## src/rtl/dmem_arbiter.sv

```systemverilog
// Two-port arbiter and access sequencer for the data memory (port 0 = CPU, port 1 = debug/DMA).
// Define DMEM_ARB_RR_EN for round-robin arbitration; otherwise fixed priority with port 0 winning.
module dmem_arbiter #(
  parameter int ADDR_W = 16,
  parameter int DATA_W = 32
) (
  input  logic              clk,
  input  logic              rst_n,
  input  logic              p0_req,
  input  logic              p0_we,
  input  logic [ADDR_W-1:0] p0_addr,
  input  logic [DATA_W-1:0] p0_wdata,
  output logic              p0_ack,
  input  logic              p1_req,
  input  logic              p1_we,
  input  logic [ADDR_W-1:0] p1_addr,
  input  logic [DATA_W-1:0] p1_wdata,
  output logic              p1_ack,
  output logic [DATA_W-1:0] rdata,
  output logic              busy,
  output logic [ADDR_W-1:0] mem_addr,
  output logic              mem_we,
  output logic [DATA_W-1:0] mem_wdata,
  input  logic [DATA_W-1:0] mem_rdata
);

  typedef enum logic [1:0] {
    IDLE   = 2'd0,
    ACCESS = 2'd1,
    DONE   = 2'd2
  } state_t;

  state_t              state;
  state_t              state_next;
  logic                winner;
  logic                grant;
  logic                lat_we;
  logic [ADDR_W-1:0]   lat_addr;
  logic [DATA_W-1:0]   lat_wdata;
  logic [DATA_W-1:0]   rdata_q;
  logic                start;

  assign start = (state == IDLE) && (p0_req || p1_req);

`ifdef DMEM_ARB_RR_EN
  // last_grant starts at 1 so that port 0 wins the first contended access
  logic last_grant;

  always_comb begin
    winner = 1'b0;
    if (p0_req && p1_req)
      winner = ~last_grant;
    else if (p1_req)
      winner = 1'b1;
  end

  always_ff @(posedge clk or negedge rst_n) begin
    if (!rst_n)
      last_grant <= 1'b1;
    else if (start)
      last_grant <= winner;
  end
`else
  assign winner = ~p0_req & p1_req;
`endif

  always_ff @(posedge clk or negedge rst_n) begin
    if (!rst_n)
      state <= IDLE;
    else
      state <= state_next;
  end

  always_comb begin
    state_next = state;
    case (state)
      IDLE:    if (p0_req || p1_req) state_next = ACCESS;
      ACCESS:  state_next = DONE;
      DONE:    state_next = IDLE;
      default: state_next = IDLE;
    endcase
  end

  always_comb begin
    mem_we = 1'b0;
    busy   = 1'b0;
    p0_ack = 1'b0;
    p1_ack = 1'b0;
    case (state)
      ACCESS: begin
        busy   = 1'b1;
        mem_we = lat_we;
      end
      DONE: begin
        busy   = 1'b1;
        p0_ack = ~grant;
        p1_ack = grant;
      end
      default: ;
    endcase
  end

  // The winner's request is captured once, so later input changes cannot disturb the access
  always_ff @(posedge clk or negedge rst_n) begin
    if (!rst_n) begin
      grant     <= 1'b0;
      lat_we    <= 1'b0;
      lat_addr  <= '0;
      lat_wdata <= '0;
    end else if (start) begin
      grant     <= winner;
      lat_we    <= winner ? p1_we    : p0_we;
      lat_addr  <= winner ? p1_addr  : p0_addr;
      lat_wdata <= winner ? p1_wdata : p0_wdata;
    end
  end

  always_ff @(posedge clk or negedge rst_n) begin
    if (!rst_n)
      rdata_q <= '0;
    else if (state == ACCESS && !lat_we)
      rdata_q <= mem_rdata;
  end

  assign mem_addr  = lat_addr;
  assign mem_wdata = lat_wdata;
  assign rdata     = rdata_q;

endmodule

```

## config.mk

```make
export PLATFORM = sky130hd
export DESIGN_NAME = dmem_arbiter
export DESIGN_NICKNAME = d
export VERILOG_FILES = /design/src/rtl/dmem_arbiter.sv
export SDC_FILE = /design/constraint.sdc
export NUM_CORES = 1
export LEC_CHECK = 0
export ABC_AREA = 1
export ABC_CLOCK_PERIOD_IN_PS = 2300
export CAP_MARGIN = 20
export CORE_MARGIN = 2
export CORE_UTILIZATION = 43
export CTS_CLUSTER_SIZE = 14
export DETAILED_ROUTE_END_ITERATION = 6
export HOLD_SLACK_MARGIN = 0.06
export PLACE_DENSITY_LB_ADDON = 0.05
export RECOVER_POWER = 100
export SLEW_MARGIN = 20
export SYNTH_ARGS = -nofsm -noshare
export SYNTH_HDL_FRONTEND = slang
export SYNTH_SLANG_ARGS = --single-unit
```

## constraint.sdc

```tcl
create_clock -name clk -period 2.3 [get_ports clk]
set_input_delay 0.575 -clock clk [delete_from_list [all_inputs] [get_ports clk]]
set_output_delay 0.575 -clock clk [all_outputs]
set_load 0.005 [all_outputs]
```

# After elaboration in Yosys (flattened, before gate mapping)
# Cells that the tools add are included.
[word_totals]
reg_bits = 84
latchBits = 0
ramBits = 0
mem_bits_ro = 0
inputBits = 134
out_inout_bits = 84
elab_cells = 27
n_memories = 0
[op_classes]
add_sub_neg = 0
n_mul = 0
n_div = 0
magnitude_cmp = 0
n_eq_ne = 3
shift = 0
n_mux = 9
n_bitwise = 3
reduce_logical = 6
[op_table]
columns = ["operator", "n"]
rows = [
  ["$mux W32", 1],
  ["$mux W16", 1],
  ["$mux W1", 5],
  ["$pmux W2 S2", 1],
  ["$eq A2 B1 Y1 const B", 1],
  ["$eq A2 B2 Y1 const B", 1],
  ["$logic_and A1 B1 Y1", 2],
  ["$logic_not A2 Y1", 1],
  ["$mux W2", 1],
  ["$ne A2 B1 Y1 const B", 1],
  ["$not A1 Y1", 2],
  ["$reduce_or A2 Y1", 1],
  ["$and A1 B1 Y1", 1],
  ["$logic_not A1 Y1", 1],
  ["$logic_or A1 B1 Y1", 1],
]

# Depth between registers and ports, before layout
# Gate-level depths: netlist of run 1.
[logic_depth]
ltp_word = 3
depth_mapped = 8
depth_no_buf = 6

# Worst setup path after synthesis of run 1
# OpenSTA, ideal clock, no wires.
[synth_path]
path_type = "flip-flop to output port"
start = "register state[1]"
end = "output port mem_we"
arrival_ns = 1.136
required_time_ns = 1.725
path_slack_ns = 0.589
stages_incl_launch_ff = 7
n_path_buf = 2
path_cell_list = "dfrtp_1 inv_1 ha_1 buf_2 clkbuf_1 nand2_1 inv_1"
[synth_between]
elab_chain_cells = 2
[synth_lines]
columns = ["element", "line", "source"]
rows = [
  ["from (decl)", "33", "state_t state;"],
  ["from (signal assigned)", "71", "state <= state_next;"],
  ["$eq A2 B1 Y1", "89", "case (state)"],
  ["$mux W1", "89", ""],
  ["to (decl)", "22", "output logic mem_we,"],
]
# Every way passes these cells.

# Worst setup path in the final report of run 1
# Ends and elaborated chain as after synthesis.

==> flow_summary.json, run 1 <==
{
  "status": "finished clean",
  "antennaDiodeCount": 0,
  "worstMarginPinSlew_ns": 1.12,
  "initial_core_util_pct": 44.0,
  "whs_ns": 0.412,
  "grt_usage_pct": 22.8,
  "post-route-period-util_pct": 95.0,
  "grt_overflow": 0,
  "final-hold-violation-count": 0,
  "grt_max_degree": 45,
  "path_max_fanout": 4,
  "synth_top_area_share_pct": 49.4,
  "combPwrFrac_pct": 48.1,
  "fp.dieW_um": 104,
  "die_h_um": 104,
  "synth_cells": 585,
  "antenna_left": 0,
  "std_cell_rows": 36,
  "cp_num_buf_inv": 3,
  "rsz0062_at_grt": "no",
  "fin_nets": 929,
  "path_delay_family": "buffers and inverters",
  "synth_fp_nets": 723,
  "wirelength_mm": 12.1,
  "clock_path_buffers": 2,
  "vias_per_cell": 4.74,
  "clkSinkCount": 84,
  "synth_area_um2": 4260,
  "max_freq_ghz": 0.457,
  "min_period_ns": 2.19,
  "p_sw_share_pct": 37.2,
  "slew_headroom_pct": 25.5,
  "synth-seq-cells": 84,
  "coreArea_um2": 9680,
  "grt_pass1_vias": 4262,
  "path_cells": "inv_2, ha_1, nand2_1, inv_1, clkdlybuf4s50_1",
  "dieArea_um2": 10700,
  "place.gp.congestion": 0.831,
  "dr_total_vias": 4400,
  "ctsRootBufferMaster": "clkbuf_8",
  "dr.first_iter.drc_count": 134,
  "synthToLayoutAreaGrowth_pct": 57.1,
  "clk_latency_ns": 0.35,
  "setup_violations": 0,
  "cap_violations": 0,
  "place_area_um2": 6530,
  "synth_area_leaders": "dfrtp_1 (49%), nand2_1 (19%), nand3_1 (15%)",
  "worstHoldPathType": "input port to asynchronous set/reset pin",
  "cts_tree": "built",
  "seq_area_frac_synth_pct": 49.4,
  "reg2reg_depth": 7,
  "leakagePower_nw": 3.62,
  "io_pins": 218,
  "cp-end-kind": "output pin",
  "critPathArrivalTime_ns": 1.61,
  "layout_commonest_cell": "nand2_1",
  "tns_ns": 0,
  "switching_power_mw": 2.55,
  "postSynthAreaPerCell_um2": 7.28,
  "slew_viol_final": 0,
  "hpwlAfterDp_mm": 9.01,
  "utilization_pct": 69.1,
  "finalPower_mw": 6.85,
  "fin_worst_skew_ns": 0.0166,
  "r2r_end": "rdata[31]$_DFFE_PN0P_",
  "crit_required_ns": 1.73,
  "rrSetupSlack_ns": 0.23,
  "yosys.area.top_type": "dfrtp_1",
  "antenna_found_initial": 0,
  "wl_per_cell_um": 13.0,
  "ir_worst_vdd_v": 0.000454,
  "design_area_um2": 6690,
  "yosysWarningCount": 0,
  "yosysUniqueCellTypes": 18,
  "drive_gt1_share_pct": 4.52,
  "power_density_nw_per_um2": 1020,
  "slowest_delay_ns": 0.52,
  "r2r-start": "state[1]$_DFFE_PN0P_",
  "clkTransAtPathRegs_ns": 0.10,
  "htree_num_levels": 3,
  "cts_buffers": 9,
  "crit_type": "flop to output pin",
  "layout_common_cells": "nand2_1 (217), clkdlybuf4s50_1 (132), nand3_1 (130)",
  "p_int_mw": 4.30,
  "pwr-share-seq_pct": 37.6,
  "postCtsSetupBuffers": 0,
  "grt_pass1_wl_mm": 20.2,
  "post-route-drc-count": 0,
  "clock_power_share_pct": 14.3,
  "slowest_stage": "clkdlybuf4s50_1",
  "drtPass1Iterations": 4,
  "port_buffers": 217,
  "crit_path_start_kind": "flop"
}
[worst register-to-register path: stages (launching register included)]
cell,delay [ns]
dfrtp_1,0.40
inv_2,0.08
ha_1,0.17
clkbuf_2,0.53
nand2_1,0.11
clkbuf_2,0.41
nand2_1,0.17
nand2_1,0.07
[area by class of cell]
type	count	area, um2
Timing Repair Buffer	231	2270
Clock buffer	9	124
Clock inverter	7	57.6
Fill cell	826	3000
Tap cell	133	166
Sequential cell	84	2100
Multi-Input combinational cell	359	1570
Inverter	106	398
[sequential cells by signal (all words and copies together), names as in the netlist]
signal and count:
grant 1, lat_we 1, mem_addr 16, mem_wdata 32, rdata 32, state 2
[synth_stat cells, drive strengths merged]
cell and instances:
nand3 130, inv 106, o21ai 3, a21oi 1, nand2 218, clkbuf 6
nor2 3, ha 4, dfrtp 84, buf 30
[how the worst max path moves through the flow]
stage / startpoint / to / slack (ns) / cells past startpoint
after global routing: state[1]$_DFFE_PN0P_ / mem_we / 0.03 / 5
after global placement: p0_req / mem_wdata[15]$_DFFE_PN0P_ / 0.30 / 7
after detailed placement: p0_req / mem_wdata[20]$_DFFE_PN0P_ / 0.24 / 7
after floorplan: state[1]$_DFFE_PN0P_ / mem_we / 0.59 / 6
final: state[1]$_DFFE_PN0P_ / mem_we / 0.11 / 5
after CTS: state[0]$_DFFE_PN0P_ / p0_ack / 0.002 / 5
[per-layer routing]
layer	wire length, um	vias up	GRT usage [%]
met5	0	-	0
met4	238	0	7.53
met3	784	16	4.85
met2	6010	172	39.6
met1	5070	2038	28.2
li1	-	2174	-
[power groups by stage]
stage	clock [mW]	combinational (mW)	sequential, mW
after floorplan	0	1.45	2.67
after global placement	0	3.53	2.61
after detailed placement	0	3.61	2.63
after CTS	1.00	3.62	2.61
after global routing	1.07	3.66	2.68
final	0.980	3.29	2.58
[timing repair]
action / CTS / global route
resized for setup: 0 / 4
hold buffers: 0 / 0
setup endpoints to repair: 0 / 3
[cell families (layout without fill, tap and decap cells)]
| logic type | Yosys count | in the layout | share of synthesized area (%) |
|---|---|---|---|
| buffers and inverters | 142 | 353 | 13.7 |
| AND/OR/NAND/NOR | 351 | 351 | 35.2 |
| flip-flops | 84 | 84 | 49.4 |
| adder cells (fa/ha/maj) | 4 | 4 | 1.18 |
| AO/OA/AOI/OAI | 4 | 4 | 0.558 |
[through the flow]
step,worst slack (ns),instances
2_1_floorplan,0.589,585
3_3_place_gp,0.300,913
3_5_place_dp,0.244,913
4_1_cts,0.00185,929
5_1_grt,0.0312,929
6_report,0.114,929
(Power assumes the default switching activity.)
==> inputs of run 2 (changes only) <==
--- a/config.mk
+++ b/config.mk
@@ -10,5 +10,5 @@
 export CAP_MARGIN = 20
 export CORE_MARGIN = 2
-export CORE_UTILIZATION = 43
+export CORE_UTILIZATION = 35
 export CTS_CLUSTER_SIZE = 14
 export DETAILED_ROUTE_END_ITERATION = 6
==> constraint.sdc (replaced) <==
create_clock -name clk -period 2.3 [get_ports clk]
set_input_delay 0.23 -clock clk [delete_from_list [all_inputs] [get_ports clk]]
set_output_delay 0.23 -clock clk [all_outputs]
set_load 0.005 [all_outputs]
==> run 2 against run 1 <==
Net effect:
- hold slack got worse by 0.088 ns
- first-iteration DRC count increased by 93%
- clock-buffer cell count grew 5
- routed wire length increased by 5.0%
- utilization decreased by 12 points
- clock skew down 0.010 ns
- critical path depth unchanged
- global-route usage shrank 3.0 points
- critical path type unchanged
==> flow_summary.json, run 2 (same netlist as run 1, synthesis figures left out) <==
{
  "ff_latch_area_um2": 2100,
  "vias_per_cell": 4.60,
  "slowest_stage": "dlygate4sd3_1",
  "power_density_nw_per_um2": 1060,
  "leakagePower_nw": 3.67,
  "clkSinkCount": 84,
  "dr.first_iter.drc_count": 258,
  "grt_usage_pct": 19.8,
  "post-route-drc-count": 0,
  "crit_path_start_kind": "flop",
  "crit_type": "flop to output pin",
  "whs_ns": 0.323,
  "clkTransAtPathRegs_ns": 0.06,
  "drive_gt1_share_pct": 3.65,
  "finalPower_mw": 7.23,
  "synthToLayoutAreaGrowth_pct": 59.7,
  "critPathArrivalTime_ns": 1.76,
  "rsz0062_at_grt": "no",
  "slowest_delay_ns": 0.60,
  "wirelength_mm": 12.7,
  "worstMarginPinSlew_ns": 1.13,
  "port_buffers": 217,
  "ir_worst_vdd_v": 0.000384,
  "grt_pass1_vias": 4197,
  "slew_headroom_pct": 24.4,
  "postCtsSetupBuffers": 0,
  "cp-end-kind": "output pin",
  "combPwrFrac_pct": 46.1,
  "coreArea_um2": 12000,
  "wl_per_cell_um": 13.5,
  "p_int_mw": 4.67,
  "clk_latency_ns": 0.33,
  "clock_path_buffers": 2,
  "io_pins": 218,
  "cts_buffers": 9,
  "final-hold-violation-count": 0,
  "status": "finished clean",
  "antenna_left": 0,
  "path_max_fanout": 3,
  "drtPass1Iterations": 5,
  "switching_power_mw": 2.56,
  "cap_violations": 0,
  "std_cell_rows": 40,
  "place.gp.congestion": 0.796,
  "setup_violations": 0,
  "cts_tree": "built",
  "antenna_found_initial": 0,
  "antennaDiodeCount": 0,
  "nFillCells": 1132,
  "worstHoldPathType": "input port to flop",
  "max_freq_ghz": 0.503,
  "path_cells": "inv_1, ha_1, inv_1, nor2_1, dlygate4sd3_1",
  "post-route-period-util_pct": 86.4,
  "crit_top_cell": "inv_1",
  "layout_commonest_cell": "nand2_1",
  "cp_num_buf_inv": 3,
  "min_period_ns": 1.99,
  "grt_pass1_wl_mm": 20.5,
  "grt_overflow": 0,
  "place_area_um2": 6550,
  "multiInputGateArea_um2": 1570,
  "p_sw_share_pct": 35.4,
  "design_area_um2": 6800,
  "hpwlAfterDp_mm": 9.30,
  "grt_max_degree": 50,
  "dieArea_um2": 13100,
  "htree_num_levels": 3,
  "clock_power_share_pct": 18.3,
  "fin_worst_skew_ns": 0.00619,
  "dr_total_vias": 4332,
  "initial_core_util_pct": 35.6,
  "path_delay_family": "buffers and inverters",
  "fp.dieW_um": 114,
  "tns_ns": 0,
  "ctsRootBufferMaster": "clkbuf_16",
  "slew_viol_final": 0,
  "crit_required_ns": 2.07,
  "layout_common_cells": "nand2_1 (217), clkdlybuf4s50_1 (131), nand3_1 (130)",
  "fin_nets": 927,
  "pwr-share-seq_pct": 35.6,
  "die_h_um": 114
}
## run 2: final timing paths
path	cells after the start	slack, ns	end	start
max	5	0.31	p0_ack	state[0]$_DFFE_PN0P_
min	3	0.32	state[0]$_DFFE_PN0P_	p1_req
max reg2reg	6	0.54	rdata[11]$_DFFE_PN0P_	state[1]$_DFFE_PN0P_
min reg2reg	2	0.46	rdata[14]$_DFFE_PN0P_	rdata[14]$_DFFE_PN0P_
max in group asynchronous	3	0.82	mem_wdata[21]$_DFFE_PN0P_	rst_n
min in group asynchronous	2	0.66	rdata[7]$_DFFE_PN0P_	rst_n
## run 2: tightest hold or removal path: cells and delay by family
family	cells	cell delay (ns)
buffers and inverters	1	0.19
AOI/OAI and AO/OA	1	0.12
and+or+nand+nor	1	0.07
## run 2: power by group through the flow
| stage | registers, mW | clock network [mW] | logic, mW |
|---|---|---|---|
| 3_3_place_gp | 2.62 | 0 | 3.62 |
| 6_report | 2.58 | 1.32 | 3.33 |
| 4_1_cts | 2.62 | 1.35 | 3.69 |
| 5_1_grt | 2.68 | 1.42 | 3.74 |
| 2_1_floorplan | 2.67 | 0 | 1.45 |
| 3_5_place_dp | 2.62 | 0 | 3.68 |
## run 2: through the flow
step,setup WS (ns),util [%],cells
detailed placement,0.512,54.7,924
global placement,0.547,54.7,924
CTS,0.348,57.0,941
global route,0.191,56.9,941
finish,0.312,56.9,941
floorplan,0.934,-,585
## run 2: layout make-up
type	count	share of cell area [%]
timing repair buffer	229	33.6
sequential	84	30.9
multi-input combinational	359	23.0
inverter	106	5.85
clock buffer	14	3.73
tap	147	2.70
clock inverter	2	0.147
## run 2: routing by layer
layer	part of all wire (%)	vias up	GRT usage, %	wire length, um
met4	2.1	0	7.48	269
met5	0	-	0	0
met2	47	162	33.1	5990
met3	8.4	19	5.19	1060
li1	-	2175	-	-
met1	42	1976	24.6	5380
## run 2: repair_timing
action | CTS | global route
hold buffers | 1 | 0
hold endpoints to repair | 43 | 0
gates resized for setup | 0 | 0
